===== config.mk =====
export PLATFORM = sky130hd
export DESIGN_NAME = mem_map_utlb_flat
export DESIGN_NICKNAME = d
export VERILOG_FILES = /design/src/rtl/mem_map_utlb_if.sv /design/src/rtl/mem_map_utlb.sv /design/src/flat_wrapper.sv
export SDC_FILE = /design/constraint.sdc
export NUM_CORES = 1
export LEC_CHECK = 0
export ABC_AREA = 0
export CAP_MARGIN = 20
export CORE_ASPECT_RATIO = 1.1
export CORE_MARGIN = 2
export CORE_UTILIZATION = 55
export CTS_BUF_LIST = sky130_fd_sc_hd__clkbuf_2 sky130_fd_sc_hd__clkbuf_4 sky130_fd_sc_hd__clkbuf_8
export CTS_CLUSTER_SIZE = 25
export DETAILED_ROUTE_END_ITERATION = 8
export DONT_BUFFER_PORTS = 1
export PLACE_DENSITY = 0.7
export SYNTH_ARGS = -nofsm -noshare
export SYNTH_HDL_FRONTEND = slang
export SYNTH_SLANG_ARGS = --single-unit

===== constraint.sdc =====
create_clock -name clk -period 3.8 [get_ports clk]
set_clock_uncertainty 0.05 [all_clocks]
set_input_delay 0.76 -clock clk [delete_from_list [all_inputs] [get_ports clk]]
set_output_delay 0.76 -clock clk [all_outputs]
set_load 0.03 [all_outputs]

===== src/rtl/mem_map_utlb_if.sv =====
// CPU-port bundle for mem_map_utlb: request/response towards the pipeline and
// the refill handshake towards the shared joint TLB.
interface mem_map_utlb_if #(
  parameter int ASID_W = 8
);
  logic              req_valid;
  logic              req_ready;
  logic [31:0]       req_addr;
  logic              req_write;
  logic              um;
  logic [ASID_W-1:0] asid;

  logic              resp_valid;
  logic [31:0]       resp_addr;
  logic              resp_uncached;
  logic              resp_addr_err;
  logic              resp_refill;
  logic              resp_tlb_inv;
  logic              resp_mod;

  logic              jtlb_req;
  logic [19:0]       jtlb_vpn;
  logic [ASID_W-1:0] jtlb_asid;
  logic              jtlb_ack;
  logic              jtlb_hit;
  logic [19:0]       jtlb_pfn;
  logic              jtlb_c;
  logic              jtlb_v;
  logic              jtlb_d;
  logic              jtlb_g;

  // master: pipeline plus JTLB, i.e. everything that surrounds the mapper
  modport master (
    output req_valid, req_addr, req_write, um, asid,
    input  req_ready,
    input  resp_valid, resp_addr, resp_uncached, resp_addr_err, resp_refill,
           resp_tlb_inv, resp_mod,
    input  jtlb_req, jtlb_vpn, jtlb_asid,
    output jtlb_ack, jtlb_hit, jtlb_pfn, jtlb_c, jtlb_v, jtlb_d, jtlb_g
  );

  modport slave (
    input  req_valid, req_addr, req_write, um, asid,
    output req_ready,
    output resp_valid, resp_addr, resp_uncached, resp_addr_err, resp_refill,
           resp_tlb_inv, resp_mod,
    output jtlb_req, jtlb_vpn, jtlb_asid,
    input  jtlb_ack, jtlb_hit, jtlb_pfn, jtlb_c, jtlb_v, jtlb_d, jtlb_g
  );
endinterface


===== src/rtl/mem_map_utlb.sv =====
// Registered virtual-to-physical mapper with a fully-associative micro-TLB
// that refills from the joint TLB on a miss (round-robin replacement).
module mem_map_utlb #(
  parameter int ENTRIES  = 4,
  parameter int WITH_TLB = 1,
  parameter int ASID_W   = 8
) (
  input  logic clk,
  input  logic rst_n,
  input  logic cp0_kseg0_uncached,
  input  logic flush,
  mem_map_utlb_if.slave bus
);

  localparam int IDX_W = $clog2(ENTRIES);

  typedef enum logic [0:0] {IDLE, REFILL} state_t;

  state_t state, state_next;

  logic [ENTRIES-1:0] ent_valid;
  logic [19:0]        ent_vpn  [ENTRIES];
  logic [ASID_W-1:0]  ent_asid [ENTRIES];
  logic [19:0]        ent_pfn  [ENTRIES];
  logic [ENTRIES-1:0] ent_g;
  logic [ENTRIES-1:0] ent_c;
  logic [ENTRIES-1:0] ent_v;
  logic [ENTRIES-1:0] ent_d;
  logic [IDX_W-1:0]   victim;

  logic [19:0]        lat_vpn;
  logic [ASID_W-1:0]  lat_asid;
  logic [11:0]        lat_off;
  logic               lat_write;
  logic               no_install;

  logic               accept;
  logic               install;
  logic               start_refill;
  logic               lookup_hit;
  logic [IDX_W-1:0]   hit_idx;
  logic [19:0]        req_vpn;
  logic [2:0]         seg;

  logic               rsp_valid_n;
  logic [31:0]        rsp_addr_n;
  logic               rsp_unc_n;
  logic               rsp_err_n;
  logic               rsp_refill_n;
  logic               rsp_inv_n;
  logic               rsp_mod_n;

  logic               resp_valid_q;
  logic [31:0]        resp_addr_q;
  logic               resp_unc_q;
  logic               resp_err_q;
  logic               resp_refill_q;
  logic               resp_inv_q;
  logic               resp_mod_q;

  assign req_vpn       = bus.req_addr[31:12];
  assign seg           = bus.req_addr[31:29];
  assign bus.req_ready = (state == IDLE) && !flush;
  assign accept        = bus.req_valid && bus.req_ready;

  // A flush seen at any point during the refill poisons the install.
  assign install = (state == REFILL) && bus.jtlb_ack && bus.jtlb_hit
                   && !flush && !no_install;

  assign bus.jtlb_req  = (state == REFILL);
  assign bus.jtlb_vpn  = lat_vpn;
  assign bus.jtlb_asid = lat_asid;

  assign bus.resp_valid    = resp_valid_q;
  assign bus.resp_addr     = resp_addr_q;
  assign bus.resp_uncached = resp_unc_q;
  assign bus.resp_addr_err = resp_err_q;
  assign bus.resp_refill   = resp_refill_q;
  assign bus.resp_tlb_inv  = resp_inv_q;
  assign bus.resp_mod      = resp_mod_q;

  always_comb begin
    lookup_hit = 1'b0;
    hit_idx    = '0;
    for (int i = 0; i < ENTRIES; i++) begin
      if (ent_valid[i] && (ent_vpn[i] == req_vpn)
          && (ent_g[i] || (ent_asid[i] == bus.asid))) begin
        lookup_hit = 1'b1;
        hit_idx    = IDX_W'(i);
      end
    end
  end

  always_comb begin
    state_next   = state;
    start_refill = 1'b0;
    rsp_valid_n  = 1'b0;
    rsp_addr_n   = '0;
    rsp_unc_n    = 1'b0;
    rsp_err_n    = 1'b0;
    rsp_refill_n = 1'b0;
    rsp_inv_n    = 1'b0;
    rsp_mod_n    = 1'b0;
    case (state)
      IDLE: begin
        if (accept) begin
          if (bus.um && bus.req_addr[31]) begin
            rsp_valid_n = 1'b1;
            rsp_err_n   = 1'b1;
          end else if (seg == 3'b100) begin
            rsp_valid_n = 1'b1;
            rsp_addr_n  = {3'b000, bus.req_addr[28:0]};
            rsp_unc_n   = cp0_kseg0_uncached;
          end else if (seg == 3'b101) begin
            rsp_valid_n = 1'b1;
            rsp_addr_n  = {3'b000, bus.req_addr[28:0]};
            rsp_unc_n   = 1'b1;
          end else if (WITH_TLB == 0) begin
            rsp_valid_n = 1'b1;
            rsp_addr_n  = bus.req_addr;
          end else if (lookup_hit) begin
            rsp_valid_n = 1'b1;
            rsp_addr_n  = {ent_pfn[hit_idx], bus.req_addr[11:0]};
            rsp_unc_n   = ent_c[hit_idx];
            rsp_inv_n   = !ent_v[hit_idx];
            rsp_mod_n   = bus.req_write && ent_v[hit_idx] && !ent_d[hit_idx];
          end else begin
            start_refill = 1'b1;
            state_next   = REFILL;
          end
        end
      end
      REFILL: begin
        if (bus.jtlb_ack) begin
          state_next  = IDLE;
          rsp_valid_n = 1'b1;
          if (bus.jtlb_hit) begin
            rsp_addr_n = {bus.jtlb_pfn, lat_off};
            rsp_unc_n  = bus.jtlb_c;
            rsp_inv_n  = !bus.jtlb_v;
            rsp_mod_n  = lat_write && bus.jtlb_v && !bus.jtlb_d;
          end else begin
            rsp_refill_n = 1'b1;
          end
        end
      end
      default: state_next = IDLE;
    endcase
  end

  always_ff @(posedge clk or negedge rst_n) begin
    if (!rst_n) begin
      state <= IDLE;
    end else begin
      state <= state_next;
    end
  end

  always_ff @(posedge clk or negedge rst_n) begin
    if (!rst_n) begin
      resp_valid_q  <= 1'b0;
      resp_addr_q   <= '0;
      resp_unc_q    <= 1'b0;
      resp_err_q    <= 1'b0;
      resp_refill_q <= 1'b0;
      resp_inv_q    <= 1'b0;
      resp_mod_q    <= 1'b0;
    end else begin
      resp_valid_q  <= rsp_valid_n;
      resp_addr_q   <= rsp_addr_n;
      resp_unc_q    <= rsp_unc_n;
      resp_err_q    <= rsp_err_n;
      resp_refill_q <= rsp_refill_n;
      resp_inv_q    <= rsp_inv_n;
      resp_mod_q    <= rsp_mod_n;
    end
  end

  // The missed request is held here so the JTLB sees a stable VPN/ASID.
  always_ff @(posedge clk or negedge rst_n) begin
    if (!rst_n) begin
      lat_vpn    <= '0;
      lat_asid   <= '0;
      lat_off    <= '0;
      lat_write  <= 1'b0;
      no_install <= 1'b0;
    end else if (start_refill) begin
      lat_vpn    <= req_vpn;
      lat_asid   <= bus.asid;
      lat_off    <= bus.req_addr[11:0];
      lat_write  <= bus.req_write;
      no_install <= 1'b0;
    end else if ((state == REFILL) && flush) begin
      no_install <= 1'b1;
    end
  end

  always_ff @(posedge clk or negedge rst_n) begin
    if (!rst_n) begin
      ent_valid <= '0;
      ent_g     <= '0;
      ent_c     <= '0;
      ent_v     <= '0;
      ent_d     <= '0;
      victim    <= '0;
      for (int i = 0; i < ENTRIES; i++) begin
        ent_vpn[i]  <= '0;
        ent_asid[i] <= '0;
        ent_pfn[i]  <= '0;
      end
    end else if (flush) begin
      ent_valid <= '0;
    end else if (install) begin
      ent_valid[victim] <= 1'b1;
      ent_vpn[victim]   <= lat_vpn;
      ent_asid[victim]  <= lat_asid;
      ent_pfn[victim]   <= bus.jtlb_pfn;
      ent_g[victim]     <= bus.jtlb_g;
      ent_c[victim]     <= bus.jtlb_c;
      ent_v[victim]     <= bus.jtlb_v;
      ent_d[victim]     <= bus.jtlb_d;
      victim            <= victim + 1'b1;
    end
  end

endmodule


===== src/flat_wrapper.sv =====
// flat-port wrapper written by rule: the top's interface ports become plain ports
module mem_map_utlb_flat 
#(
  parameter int ENTRIES  = 4,
  parameter int WITH_TLB = 1,
  parameter int ASID_W   = 8
)
  (clk, rst_n, cp0_kseg0_uncached, flush, bus_req_valid, bus_req_addr, bus_req_write, bus_um, bus_asid, bus_req_ready, bus_resp_valid, bus_resp_addr, bus_resp_uncached, bus_resp_addr_err, bus_resp_refill, bus_resp_tlb_inv, bus_resp_mod, bus_jtlb_req, bus_jtlb_vpn, bus_jtlb_asid, bus_jtlb_ack, bus_jtlb_hit, bus_jtlb_pfn, bus_jtlb_c, bus_jtlb_v, bus_jtlb_d, bus_jtlb_g);
  mem_map_utlb_if #(.ASID_W(ASID_W)) bus_i ();
  input  logic clk;
  input  logic rst_n;
  input  logic cp0_kseg0_uncached;
  input  logic flush;
  input wire logic [$bits(bus_i.req_valid)-1:0] bus_req_valid;
  input wire logic [$bits(bus_i.req_addr)-1:0] bus_req_addr;
  input wire logic [$bits(bus_i.req_write)-1:0] bus_req_write;
  input wire logic [$bits(bus_i.um)-1:0] bus_um;
  input wire logic [$bits(bus_i.asid)-1:0] bus_asid;
  output wire logic [$bits(bus_i.req_ready)-1:0] bus_req_ready;
  output wire logic [$bits(bus_i.resp_valid)-1:0] bus_resp_valid;
  output wire logic [$bits(bus_i.resp_addr)-1:0] bus_resp_addr;
  output wire logic [$bits(bus_i.resp_uncached)-1:0] bus_resp_uncached;
  output wire logic [$bits(bus_i.resp_addr_err)-1:0] bus_resp_addr_err;
  output wire logic [$bits(bus_i.resp_refill)-1:0] bus_resp_refill;
  output wire logic [$bits(bus_i.resp_tlb_inv)-1:0] bus_resp_tlb_inv;
  output wire logic [$bits(bus_i.resp_mod)-1:0] bus_resp_mod;
  output wire logic [$bits(bus_i.jtlb_req)-1:0] bus_jtlb_req;
  output wire logic [$bits(bus_i.jtlb_vpn)-1:0] bus_jtlb_vpn;
  output wire logic [$bits(bus_i.jtlb_asid)-1:0] bus_jtlb_asid;
  input wire logic [$bits(bus_i.jtlb_ack)-1:0] bus_jtlb_ack;
  input wire logic [$bits(bus_i.jtlb_hit)-1:0] bus_jtlb_hit;
  input wire logic [$bits(bus_i.jtlb_pfn)-1:0] bus_jtlb_pfn;
  input wire logic [$bits(bus_i.jtlb_c)-1:0] bus_jtlb_c;
  input wire logic [$bits(bus_i.jtlb_v)-1:0] bus_jtlb_v;
  input wire logic [$bits(bus_i.jtlb_d)-1:0] bus_jtlb_d;
  input wire logic [$bits(bus_i.jtlb_g)-1:0] bus_jtlb_g;
  assign bus_i.req_valid = bus_req_valid;
  assign bus_i.req_addr = bus_req_addr;
  assign bus_i.req_write = bus_req_write;
  assign bus_i.um = bus_um;
  assign bus_i.asid = bus_asid;
  assign bus_req_ready = bus_i.req_ready;
  assign bus_resp_valid = bus_i.resp_valid;
  assign bus_resp_addr = bus_i.resp_addr;
  assign bus_resp_uncached = bus_i.resp_uncached;
  assign bus_resp_addr_err = bus_i.resp_addr_err;
  assign bus_resp_refill = bus_i.resp_refill;
  assign bus_resp_tlb_inv = bus_i.resp_tlb_inv;
  assign bus_resp_mod = bus_i.resp_mod;
  assign bus_jtlb_req = bus_i.jtlb_req;
  assign bus_jtlb_vpn = bus_i.jtlb_vpn;
  assign bus_jtlb_asid = bus_i.jtlb_asid;
  assign bus_i.jtlb_ack = bus_jtlb_ack;
  assign bus_i.jtlb_hit = bus_jtlb_hit;
  assign bus_i.jtlb_pfn = bus_jtlb_pfn;
  assign bus_i.jtlb_c = bus_jtlb_c;
  assign bus_i.jtlb_v = bus_jtlb_v;
  assign bus_i.jtlb_d = bus_jtlb_d;
  assign bus_i.jtlb_g = bus_jtlb_g;
  mem_map_utlb #(.ENTRIES(ENTRIES), .WITH_TLB(WITH_TLB), .ASID_W(ASID_W)) u_core (.clk(clk), .rst_n(rst_n), .cp0_kseg0_uncached(cp0_kseg0_uncached), .flush(flush), .bus(bus_i));
endmodule

==> summary.md <==
| Metric | Value |
|---|---|
| Area delta synth->final | 9.50% |
| Fillers | 1,872 |
| Netlist cell types | 47 |
| PortBufs | 0 |
| Critical-path maximum fanout | 21 |
| Crit path time final | between 3000 and 4000 ps |
| WP depth | 8 |
| Detailed-route vias per instance | about 6 |
| Worst-Margin Slew | 1040 ps |
| CP Cell Sequence | xor2_1, or4b_1, or4_1, or4_1, buf_4, mux2_4, mux2i_1, o21ai_1 |
| Status | complete, but fails checks |
| CTS tree | built |
| Pre-CTS setup slack | 255 ps |
| Final worst-path cycle share | 84.2% |
| GRT Residual Overflow | 0 |
| Seq/Total Area, Yosys | 54.8% |
| Crit. Startpoint | u_core.ent_vpn[44] |
| # rows | 60 |
| Critical Path AT | around 3600 ps |
| Final Net Count | around 1,000 |
| Placed insts | 1,230 |
| Die Width | 153 um |
| Post-Layout Cell Count | 1,313 |
| Post-CTS Resized | 0 |
| Max VDD drop | around 0.28 mV |
| Failing checks | hold timing |
| # H-tree levels | 2 |
| Vias after detailed routing | 7,851 |
| Slew headroom | 30.8% |
| Final Slew Violations | 0 |
| Fmax | 313 MHz |
| Clock buffer depth | 3 |
| Leakage power | about 7.3 nW |
| Chip Height | 168 um |
| PnR worst setup slack | 601 ps |
| Remaining antenna violation count | 0 |
| Final WL | 31.0 mm |
| Post-Syn Instances | 973 |
| Final Wtd Congestion | ~0.83 |
| Slowest cell delay on critical path | around 550 ps |
| Drt pass-1 iters | 5 |
| Final number of hold-violating endpoints | 190 |
| Yosys reg bits | 295 |
| Vias in the first global route | 8,297 |
| Inserted Clock Buffers | 48 |
| Ant diodes | 0 |
| Post-route DRC | 0 |
| Main area contributors after synthesis | dfrtp_1, mux2_2, mux2_4 |
| Synth top area share | between 50% and 60% |
| Reg2reg start | u_core.ent_vpn[44] |
| Final Setup Violations | 0 |
| Mapped cell area | between 0.01 and 0.015 mm^2 |
| Sink Count | 295 |
| Dpl cell area | 0.0137 mm^2 |
| RR Endpoint | u_core.bus.resp_addr[17] |
| First-pass GRT wire length | 48.7 mm |
| Worst min path class | primary input to asynchronous set/reset pin |
| Cell mode on critical path | or4_1 |
| Ys Warns | 0 |
| Mean Syn Cell Area | approximately 14 um^2 |
| Die area | roughly 0.026 mm^2 |
| Initial DRC Count | 532 |
| Global Route Usage Sum | 24.3% |
| Initial antenna violation count | 0 |
| Hold Slack | -142 ps |
| Synth Net Count | around 1,100 |
| CP endpoint | u_core.bus.resp_addr[17] |
| CTS root buf | clkbuf_8 |
| Pwr Density | about 580 mW/mm^2 |
| Largest net degree at the start of global routing | 296 |
| Wire length per cell | 23.6 um |
| Worst setup EP type | flop |
| Crit path kind | flop to flop |
| Critical path buffers and inverters | 1 |
| Leading area contributor after synthesis | dfrtp_1 |
| Number of I/O pins | 141 |
| CP max stage cell | or4_1 |
| Finished Cell Area | roughly 0.015 mm^2 |
| RSZ-0062 raised after global routing | false |
| Worst R2R Path Depth | 8 |
| WP data required | 4180 ps |
| Area of the core | 0.0242 mm^2 |
| CP top delay family | simple AND/OR/NAND/NOR gates |
| Setup bufs post-CTS | 0 |
| Hpwl dp | between 20 and 25 mm |
| Share of layout cells above drive strength 1 | 38.0% |
| Clk_lat worst skew | 570 ps |
| Reg clk slew, reported paths | 60 ps |
| R2R Setup Slk | 600 ps |
| TNS Setup | 0 ps |
| Starting Density | 55.6% |
| MaxCap Viol Count | 0 |
| Crit start category | flop |
[per-stage QoR]
step / util (%) / power, W
after floorplan: - / 0.00540
after detailed placement: 56.6 / 0.00577
final: 60.9 / 0.00858
after global routing: 60.9 / 0.00896
after CTS: 60.9 / 0.00864
after global placement: 56.6 / 0.00570
[placed cells by master, fill, tap and decap left out, drive strengths merged, types with 11 or more instances in the layout]
master,count
nor4,23
mux2,270
mux2i,21
dfrtp,295
o21ai,28
a31oi,18
buf,18
nand4,11
xnor2,25
a22o,29
clkbuf,80
nand2,18
xor2,88
[power breakdown]
group          total (W)  internal (W)  switching, W
sequential       0.00445       0.00377      0.000682
combinational    0.00126      0.000777      0.000486
clock            0.00287       0.00165       0.00122
[cell usage after synthesis, drive strengths merged]
library cell / n
a211oi: 1
a21o: 2
a21oi: 6
a22o: 29
a31oi: 18
a32oi: 3
and2b: 1
and3: 1
and4: 1
buf: 14
clkbuf: 57
dfrtp: 295
ha: 4
inv: 8
mux2: 270
mux2i: 21
nand2: 18
nand3: 8
nand4: 11
nand4b: 1
nor2: 6
nor2b: 1
nor3: 10
nor3b: 1
nor4: 23
nor4b: 4
o2111ai: 1
o211a: 1
o21ai: 28
o21ba: 1
o22ai: 1
o311a: 1
o31ai: 1
or3: 4
or4: 6
or4b: 2
xnor2: 25
xor2: 88
[routing by layer]
metal	routed length (um)	part of all wire, %	global-route usage, %
met1	13000	42	31.8
met2	15000	48	39.6
met4	673	2.2	7.49
met3	2350	7.6	7.16
met5	0	0	0
[flip-flops by register name, indices dropped and copies added, names as in the netlist, 2 cells and up]
signal and count:
u_core.bus.jtlb_asid 8, u_core.bus.jtlb_vpn 20, u_core.bus.resp_addr 32, u_core.ent_asid 32
u_core.ent_c 4, u_core.ent_d 4, u_core.ent_g 4, u_core.ent_pfn 80
u_core.ent_v 4, u_core.ent_valid 4, u_core.ent_vpn 80, u_core.lat_off 12
u_core.victim 2
[area by class of cell]
class                   count  area, um^2  area share (%)
well taps                 310         388            2.63
multi-input cells         599        5750            39.0
clock inverters             3        20.0           0.136
repair buffers             18         185            1.25
flip-flops and latches    295        7380            50.0
inverters                   8        30.0           0.204
clock buffers              80        1000            6.78
[worst min path at each step]
stage / startpoint / end / cells past startpoint
2_1_floorplan: rst_n / u_core.bus.jtlb_asid[0] / 0
3_3_place_gp: rst_n / u_core.lat_off[6] / 0
3_5_place_dp: rst_n / u_core.bus.resp_addr[10] / 0
4_1_cts: rst_n / u_core.ent_vpn[3] / 0
5_1_grt: rst_n / u_core.bus.resp_addr[9] / 0
6_report: rst_n / u_core.bus.resp_addr[9] / 0
[kinds of logic (layout without fill, tap and decap cells)]
kind of cell	count (synthesis)	count (layout)	share of synthesized area [%]
compound gates	93	93	4.74
flops	295	295	54.8
xor+xnor	113	113	7.34
fa+ha+maj	4	4	0.371
simple gates	98	98	4.37
buf+inv	79	109	2.68
mux	291	291	25.7
[worst register-to-register path: stages, from the launching register on]
cell     delay (ps)
dfrtp_1         390
xor2_1          150
or4b_1          510
or4_1           530
or4_1           550
buf_4           300
mux2_4          350
mux2i_1         160
o21ai_1          70
(Power assumes the default switching activity.)
